## config.mk

```make
export PLATFORM = sky130hd
export DESIGN_NAME = spi_cfg_rx_flat
export DESIGN_NICKNAME = d
export VERILOG_FILES = /design/src/rtl/spi_cfg_rx_if.sv /design/src/rtl/spi_cfg_rx.sv /design/src/flat_wrapper.sv
export SDC_FILE = /design/constraint.sdc
export NUM_CORES = 1
export LEC_CHECK = 0
export ABC_AREA = 1
export CORE_MARGIN = 8
export CORE_UTILIZATION = 65
export CTS_CLUSTER_SIZE = 10
export DETAILED_ROUTE_END_ITERATION = 8
export HOLD_SLACK_MARGIN = 0.02
export PLACE_DENSITY = 0.91
export SKIP_LAST_GASP = 1
export SLEW_MARGIN = 20
export SYNTH_ARGS = -nofsm -noshare
export SYNTH_HDL_FRONTEND = slang
export SYNTH_SLANG_ARGS = --single-unit
```

## constraint.sdc

```tcl
create_clock -name clk -period 66.2 [get_ports clk]
set_input_delay 19.86 -clock clk [delete_from_list [all_inputs] [get_ports clk]]
set_output_delay 19.86 -clock clk [all_outputs]
set_load 0.01 [all_outputs]
```

## src/rtl/spi_cfg_rx_if.sv

```systemverilog
// spi_cfg_rx_if
//   Bundles the SPI pins, the register-file read port and the write/error
//   report outputs of spi_cfg_rx.
//
//   sck, sdi, cs_n   SPI clock, serial data (MSB first), chip select (active low)
//   rd_addr          register file read address
//   rd_data          registered read data
//   wr_valid         one-cycle pulse per committed frame
//   wr_addr/wr_data  last committed address/data, held until next commit
//   frame_err        one-cycle pulse per rejected frame
//   busy             high while a frame is being shifted or committed
//   frame_count      committed frame counter, wraps at 256
//
//   slave  : used by the responder (spi_cfg_rx)
//   master : used by whatever drives the SPI pins and reads the results
interface spi_cfg_rx_if;
    logic        sck;
    logic        sdi;
    logic        cs_n;
    logic [3:0]  rd_addr;
    logic [27:0] rd_data;
    logic        wr_valid;
    logic [3:0]  wr_addr;
    logic [27:0] wr_data;
    logic        frame_err;
    logic        busy;
    logic [7:0]  frame_count;

    modport slave (
        input  sck, sdi, cs_n, rd_addr,
        output rd_data, wr_valid, wr_addr, wr_data, frame_err, busy, frame_count
    );

    modport master (
        output sck, sdi, cs_n, rd_addr,
        input  rd_data, wr_valid, wr_addr, wr_data, frame_err, busy, frame_count
    );
endinterface

```

## src/rtl/spi_cfg_rx.sv

```systemverilog
// spi_cfg_rx
//   SPI responder for 32-bit configuration frames (28 data bits followed by a
//   4-bit address, MSB first). Complete 32-bit frames are written into a
//   16 x 28 register file; frames of any other length are rejected.
//
//   clk  system clock, rising edge
//   rst  asynchronous active-high reset
//   bus  spi_cfg_rx_if.slave: SPI pins, read port, write/error reports
//
//   SYNC_STAGES  synchronizer depth on sck, sdi and cs_n (minimum 2)
module spi_cfg_rx #(
    parameter int unsigned SYNC_STAGES = 2
) (
    input  logic         clk,
    input  logic         rst,
    spi_cfg_rx_if.slave  bus
);

    typedef enum logic [1:0] {
        IDLE   = 2'd0,
        SHIFT  = 2'd1,
        COMMIT = 2'd2
    } state_t;

    // Synchronizers and edge-detect delay flops
    logic [SYNC_STAGES-1:0] sck_sync_q;
    logic [SYNC_STAGES-1:0] sdi_sync_q;
    logic [SYNC_STAGES-1:0] cs_sync_q;
    logic                   sck_dly_q;
    logic                   cs_dly_q;

    logic sck_s;
    logic sdi_s;
    logic cs_s;
    logic sck_rise;
    logic cs_fall;
    logic cs_rise;

    // Frame datapath and state
    state_t      state_q;
    logic [31:0] shift_q;
    logic [31:0] shift_d;
    logic [5:0]  bit_cnt_q;
    logic [5:0]  bit_cnt_d;
    logic [27:0] regs_q [16];

    // Registered outputs
    logic [27:0] rd_data_q;
    logic        wr_valid_q;
    logic [3:0]  wr_addr_q;
    logic [27:0] wr_data_q;
    logic        frame_err_q;
    logic        err_pend_q;
    logic        busy_q;
    logic [7:0]  frame_count_q;

    always_ff @(posedge clk or posedge rst) begin
        if (rst) begin
            sck_sync_q <= '0;
            sdi_sync_q <= '0;
            cs_sync_q  <= '0;
            sck_dly_q  <= 1'b0;
            cs_dly_q   <= 1'b0;
        end else begin
            sck_sync_q <= {sck_sync_q[SYNC_STAGES-2:0], bus.sck};
            sdi_sync_q <= {sdi_sync_q[SYNC_STAGES-2:0], bus.sdi};
            cs_sync_q  <= {cs_sync_q[SYNC_STAGES-2:0], bus.cs_n};
            sck_dly_q  <= sck_sync_q[SYNC_STAGES-1];
            cs_dly_q   <= cs_sync_q[SYNC_STAGES-1];
        end
    end

    assign sck_s    = sck_sync_q[SYNC_STAGES-1];
    assign sdi_s    = sdi_sync_q[SYNC_STAGES-1];
    assign cs_s     = cs_sync_q[SYNC_STAGES-1];
    assign sck_rise = sck_s & ~sck_dly_q;
    assign cs_fall  = ~cs_s & cs_dly_q;
    assign cs_rise  = cs_s & ~cs_dly_q;

    always_comb begin
        shift_d   = {shift_q[30:0], sdi_s};
        bit_cnt_d = (bit_cnt_q >= 6'd33) ? 6'd33 : bit_cnt_q + 6'd1;
    end

    // Frame FSM. A rejected frame leaves SHIFT immediately (busy drops) but
    // its error pulse is delayed one cycle through err_pend_q so frame_err
    // lines up with where wr_valid would have appeared.
    always_ff @(posedge clk or posedge rst) begin
        if (rst) begin
            state_q       <= IDLE;
            shift_q       <= '0;
            bit_cnt_q     <= '0;
            wr_valid_q    <= 1'b0;
            wr_addr_q     <= '0;
            wr_data_q     <= '0;
            frame_err_q   <= 1'b0;
            err_pend_q    <= 1'b0;
            busy_q        <= 1'b0;
            frame_count_q <= '0;
            for (int unsigned i = 0; i < 16; i++) begin
                regs_q[i] <= '0;
            end
        end else begin
            wr_valid_q  <= 1'b0;
            frame_err_q <= err_pend_q;
            err_pend_q  <= 1'b0;

            case (state_q)
                IDLE: begin
                    if (cs_fall) begin
                        shift_q   <= '0;
                        bit_cnt_q <= '0;
                        busy_q    <= 1'b1;
                        state_q   <= SHIFT;
                    end
                end

                SHIFT: begin
                    // cs_rise takes priority; a coincident sck_rise is dropped
                    if (cs_rise) begin
                        if (bit_cnt_q == 6'd32) begin
                            state_q <= COMMIT;
                        end else begin
                            err_pend_q <= 1'b1;
                            busy_q     <= 1'b0;
                            state_q    <= IDLE;
                        end
                    end else if (sck_rise) begin
                        shift_q   <= shift_d;
                        bit_cnt_q <= bit_cnt_d;
                    end
                end

                COMMIT: begin
                    regs_q[shift_q[3:0]] <= shift_q[31:4];
                    wr_addr_q            <= shift_q[3:0];
                    wr_data_q            <= shift_q[31:4];
                    wr_valid_q           <= 1'b1;
                    frame_count_q        <= frame_count_q + 8'd1;
                    busy_q               <= 1'b0;
                    state_q              <= IDLE;
                end

                default: begin
                    busy_q  <= 1'b0;
                    state_q <= IDLE;
                end
            endcase
        end
    end

    // Read port: a same-cycle commit to rd_addr returns the old contents
    always_ff @(posedge clk or posedge rst) begin
        if (rst) begin
            rd_data_q <= '0;
        end else begin
            rd_data_q <= regs_q[bus.rd_addr];
        end
    end

    assign bus.rd_data     = rd_data_q;
    assign bus.wr_valid    = wr_valid_q;
    assign bus.wr_addr     = wr_addr_q;
    assign bus.wr_data     = wr_data_q;
    assign bus.frame_err   = frame_err_q;
    assign bus.busy        = busy_q;
    assign bus.frame_count = frame_count_q;

endmodule

```

## src/flat_wrapper.sv

```systemverilog
// flat-port wrapper written by rule: the top's interface ports become plain ports
module spi_cfg_rx_flat 
#(
    parameter int unsigned SYNC_STAGES = 2
)
  (clk, rst, bus_sck, bus_sdi, bus_cs_n, bus_rd_addr, bus_rd_data, bus_wr_valid, bus_wr_addr, bus_wr_data, bus_frame_err, bus_busy, bus_frame_count);
  spi_cfg_rx_if bus_i ();
  input  logic clk;
  input  logic rst;
  input wire logic [$bits(bus_i.sck)-1:0] bus_sck;
  input wire logic [$bits(bus_i.sdi)-1:0] bus_sdi;
  input wire logic [$bits(bus_i.cs_n)-1:0] bus_cs_n;
  input wire logic [$bits(bus_i.rd_addr)-1:0] bus_rd_addr;
  output wire logic [$bits(bus_i.rd_data)-1:0] bus_rd_data;
  output wire logic [$bits(bus_i.wr_valid)-1:0] bus_wr_valid;
  output wire logic [$bits(bus_i.wr_addr)-1:0] bus_wr_addr;
  output wire logic [$bits(bus_i.wr_data)-1:0] bus_wr_data;
  output wire logic [$bits(bus_i.frame_err)-1:0] bus_frame_err;
  output wire logic [$bits(bus_i.busy)-1:0] bus_busy;
  output wire logic [$bits(bus_i.frame_count)-1:0] bus_frame_count;
  assign bus_i.sck = bus_sck;
  assign bus_i.sdi = bus_sdi;
  assign bus_i.cs_n = bus_cs_n;
  assign bus_i.rd_addr = bus_rd_addr;
  assign bus_rd_data = bus_i.rd_data;
  assign bus_wr_valid = bus_i.wr_valid;
  assign bus_wr_addr = bus_i.wr_addr;
  assign bus_wr_data = bus_i.wr_data;
  assign bus_frame_err = bus_i.frame_err;
  assign bus_busy = bus_i.busy;
  assign bus_frame_count = bus_i.frame_count;
  spi_cfg_rx #(.SYNC_STAGES(SYNC_STAGES)) u_core (.clk(clk), .rst(rst), .bus(bus_i));
endmodule
```

Yosys cells after proc, flatten, opt, wreduce, memory -nomap -nowiden
Index checks and enable logic that the tools add are counted.
{"block": "word_totals", "register_bits": 568, "input_bits": 9, "out_inout_bits": 71, "wordCells": 87}
{"block": "classes", "addsub": 2, "n_lt_le_gt_ge": 4, "n_eq_ne": 8, "muxes": 27, "bitwise_logic": 8, "reduce_logical": 6}
{"cell": "$bwmux 448", "count": 1}
{"cell": "$bmux 28 s4", "count": 1}
{"cell": "$demux 28 s4", "count": 1}
{"cell": "$mux 32", "count": 3}
{"cell": "$mux 28", "count": 3}
{"cell": "$pmux 32 s2", "count": 1}
{"cell": "$mux 6", "count": 4}
{"cell": "$pmux 6 s2", "count": 1}
{"cell": "$ge 5x5->1 const B", "count": 2}
{"cell": "$not 4->5", "count": 2}
{"cell": "$add 8x1->8 const B", "count": 1}
{"cell": "$mux 1", "count": 7}
{"cell": "$add 6x1->6 const B", "count": 1}
{"cell": "$eq 6x6->1 const B", "count": 1}
{"cell": "$ge 6x6->1 const B", "count": 1}
{"cell": "$mux 2", "count": 3}
{"cell": "$ne 2x1->1 const B", "count": 3}
{"cell": "$lt 5x1->1 const B", "count": 1}
{"cell": "$ne 2x2->1 const B", "count": 2}
{"cell": "$pmux 2 s2", "count": 1}
{"cell": "$reduce_and 4->1", "count": 1}
{"cell": "$and 1x1->1", "count": 3}
{"cell": "$not 1->1", "count": 3}
{"cell": "$reduce_and 3->1", "count": 1}
{"cell": "7 further kinds", "count": 7}

Longest topological paths before layout
{"block": "logic_depth", "word_depth": 6, "ltp_mapped": 10, "ltp_nobuf": 8}

Worst setup path before layout
No wires, ideal clock.
{"block": "synth_path", "path_kind": "in2reg", "startpoint": "input bus_rd_addr[1]", "endpoint": "register u_core.rd_data_q[12] (netlist: u_core.bus.rd_data[12])", "setup_ns": 0.066, "arrival_ns": 20.796, "required_time_ns": 66.134, "slack_ns": 45.338, "cell_stages": 8, "cell_sequence": "buf_2 inv_1 buf_2 buf_1 nand3_1 nand3_1 nand3_1 nand2_1"}
{"block": "synth_between", "elab_chain_len": 4}
{"item": "from (decl)", "line_no": "flat_wrapper.sv:13", "text": "input wire logic [$bits(bus_i.rd_addr)-1:0] bus_rd_addr;"}
{"item": "$not 4->5 (not written as such)", "line_no": "spi_cfg_rx.sv:157", "text": "rd_data_q <= regs_q[bus.rd_addr];"}
{"item": "$bmux 28 s4", "line_no": "spi_cfg_rx.sv:157"}
{"item": "$mux 28 (not written as such) (2 in series)", "line_no": "spi_cfg_rx.sv:157"}
{"item": "to (signal assigned)", "line_no": "spi_cfg_rx.sv:157"}
{"item": "to (decl)", "line_no": "spi_cfg_rx.sv:48", "text": "logic [27:0] rd_data_q;"}
No other way between the ends. The select of a mux whose other input is x is not followed.
A chain may end at the register's enable or synchronous reset.

==> results.md <==
- Outcome: completed
- Clk_lat worst skew: 0.59 ns
- Worst vdd ir: 0.00002704 V
- Period minus WS final: 22.11 ns
- Iteration-0 DRC Markers: 3306
- Max clock buf depth: 3
- Commonest cells after routing, fill and taps aside: nand2_1 (1272), dfrtp_1 (568), o21ai_0 (522)
- Die Span Y: 212.2 um
- Reg clk slew, reported paths: 0.05 ns
- Reg area: 0.01421 mm2
- Hold-fix buffers, CTS: 0
- Area grow syn2layout: 10.07%
- Drt wl/cell: 19.49 um
- Io pins: 80
- Sequential-to-total area share from yosys stat: 0.5680
- CTS sink count: 568
- Hold WC Path Type: flop to flop
- Worst Setup Path Type: primary input to async pin
- Final Hold Viols: 0
- Antenna Diode Count: 0
- I/O Buffers: 79
- Final #Nets: 3080
- #FFs+latches synth: 568
- First-pass GRT wire length: 113000 um
- Antenna Nets Post-Route: 0
- Syn Nets: 3134
- Placed Area: 0.02577 mm2
- CTS tree: built
- CP bufs+invs: 4
- Fillers: 2571
- Synth top area share: 0.5680
- Cell mode on critical path: buf_4
- Critical Path RT: 66.83 ns
- Htree depth: 3
- Post-Synthesis Cells: 3121
- Vias: 22090
- # setup viols final: 0
- RSZ-0062 raised after global routing: no
- Multi-input logic area: 0.009210 mm2
- Slew @ Worst Pin: 1.134 ns
- Via/cell ratio: 6.154
- Vias in the first global route: 22240
- Initial Util: 0.6536
- CP delay by family, top: buffers and inverters
- Avg Cell Area, Syn: 8.018 um2
- Setup tns final: 0 ns
- Core Box Area: 0.03829 mm2
- All-layer global routing usage: 0.3149
- DRC Markers: 0
- Critical Path, Cell by Cell: clkdlybuf4s50_1 -> inv_8 -> buf_4 -> buf_4
- Cts repair resizes: 0
- DRT Pass-1 Iters: 7
- PD cells: 25.74 mW/mm2
- Site Rows: 72
- Synth top area cells: dfrtp_1 (57%), nand2_1 (19%), o21ai_0 (10%), nand3_1 (4.8%), inv_1 (2.7%)
- CP Launch Type: primary input
- Max frequency: 45.24 MHz
- Yosys warning count: 0
- Leakage power: 12.97 nW
- Die ar.: 0.04503 mm2
- Post-detail-place hpwl: 34950 um
- WL final: 69970 um
- Worst EP arrival: 22.74 ns
- Post-synthesis cell area: 0.02502 mm2
- Slowest stage delay, CP: 0.87 ns
- Yosys top cell by area: dfrtp_1
- Clk root buf: clkbuf_16
- Pins Over Slew Limit: 0
- Design Area, Final: 0.02754 mm2
- Initial antenna violation count: 0
- Largest net degree at the start of global routing: 213
- Total gr overflow: 0
- Max-cap violations: 0
- CP endpoint kind: async pin
- RD Place Congestion: 0.8089
- Num CTS Buffers: 66
- Yosys cell types: 24
- Layout cells sized above 1: 0.04199
- Commonest non-fill, non-tap cell in the layout: nand2_1
- Die Width: 212.2 um
- Post-CTS Setup Bufs: 0
- Post-Route Skew: 0.01553 ns
- Slew headroom: 0.2439
- Worst Path Max Fanout: 128
- Crit-path slowest cell: buf_4
- Period utilisation layout: 0.3339
-- area by class of cell --
type	count	share of cell area
tap	518	0.02353
clock inverter	2	0.0006360
sequential	568	0.5161
timing repair buffer	107	0.03652
clock buffer	71	0.06296
inverter	184	0.02589
multi-input combinational	2140	0.3344
-- synthesized netlist by cell type --
master / number
nand2_1: 1281
dfrtp_1: 568
o21ai_0: 522
nand3_1: 240
inv_1: 180
clkbuf_1: 132
buf_2: 74
nor2_1: 52
buf_1: 20
o211ai_1: 12
o21ai_1: 11
xor2_1: 5
ha_1: 4
inv_2: 3
nand4_1: 3
nor3_1: 3
a21oi_1: 2
buf_6: 2
nor2_4: 2
buf_4: 1
clkinv_1: 1
nand2_2: 1
nand4_2: 1
nor2_2: 1
-- power breakdown --
part,internal [mW],total [mW],switching [mW]
Combinational,0.0103,0.0408,0.0304
Sequential,0.351,0.354,0.00313
Clock,0.183,0.314,0.131
Total,0.544,0.709,0.165
-- registers in the layout (all words and copies together), names as in the netlist --
| name | flops |
|---|---|
| u_core.cs_dly_q | 1 |
| u_core.bus.frame_count | 8 |
| u_core.bus.wr_addr | 4 |
| u_core.bus.wr_valid | 1 |
| u_core.bus.wr_data | 28 |
| u_core.bus.busy | 1 |
| u_core.bus.rd_data | 28 |
| u_core.bus.frame_err | 1 |
| u_core.cs_sync_q | 2 |
| u_core.shift_q | 32 |
| u_core.sck_sync_q | 2 |
| u_core.err_pend_q | 1 |
| u_core.bit_cnt_q | 6 |
| u_core.sck_dly_q | 1 |
| u_core.state_q | 2 |
| u_core.sdi_sync_q | 2 |
| u_core.regs_q | 448 |
-- per-stage QoR --
stage | power, mW | setup slack, ns | hold slack (ns) | instances | util
floorplan | 0.3863 | 30.45 | 0.3312 | 3121 | -
global placement | 0.3975 | 43.43 | 0.3349 | 3517 | 0.6729
detailed placement | 0.3991 | 43.34 | 0.3404 | 3517 | 0.6731
CTS | 0.7100 | 43.94 | 0.3480 | 3590 | 0.7188
global route | 0.7285 | 43.70 | 0.3533 | 3590 | 0.7194
finish | 0.7089 | 44.09 | 0.3478 | 3590 | 0.7194
-- per-layer routing --
layer / track usage / vias up / part of all wire
met5: 0 / - / 0
met4: 0.1757 / 0 / 0.049
met3: 0.06294 / 316 / 0.12
met2: 0.5078 / 1580 / 0.47
met1: 0.3981 / 10490 / 0.36
li1: - / 9710 / -
-- cells by family after synthesis --
kind of cell,Yosys count,synth area share
adders and majority gates,4,0.002000
AOI/OAI and AO/OA,547,0.1106
buffers and inverters,413,0.06640
DFF,568,0.5680
and+or+nand+nor,1584,0.2512
xor gates and xnor gates,5,0.001750
-- worst paths after layout --
kind / from / end / slack (ns) / cells after the start
setup / recovery: rst / u_core.regs_q[258] / 44.09 / 4
hold / removal: u_core.cs_sync_q[0] / u_core.cs_sync_q[1] / 0.35 / 0
setup reg to reg: u_core.state_q[1] / u_core.regs_q[247] / 63.68 / 7
hold reg to reg: u_core.cs_sync_q[0] / u_core.cs_sync_q[1] / 0.35 / 0
max in group clk: bus_rd_addr[1] / u_core.bus.rd_data[9] / 44.49 / 8
min in group asynchronous: rst / u_core.bus.frame_err / 19.85 / 2
(Power assumes the default switching activity.)
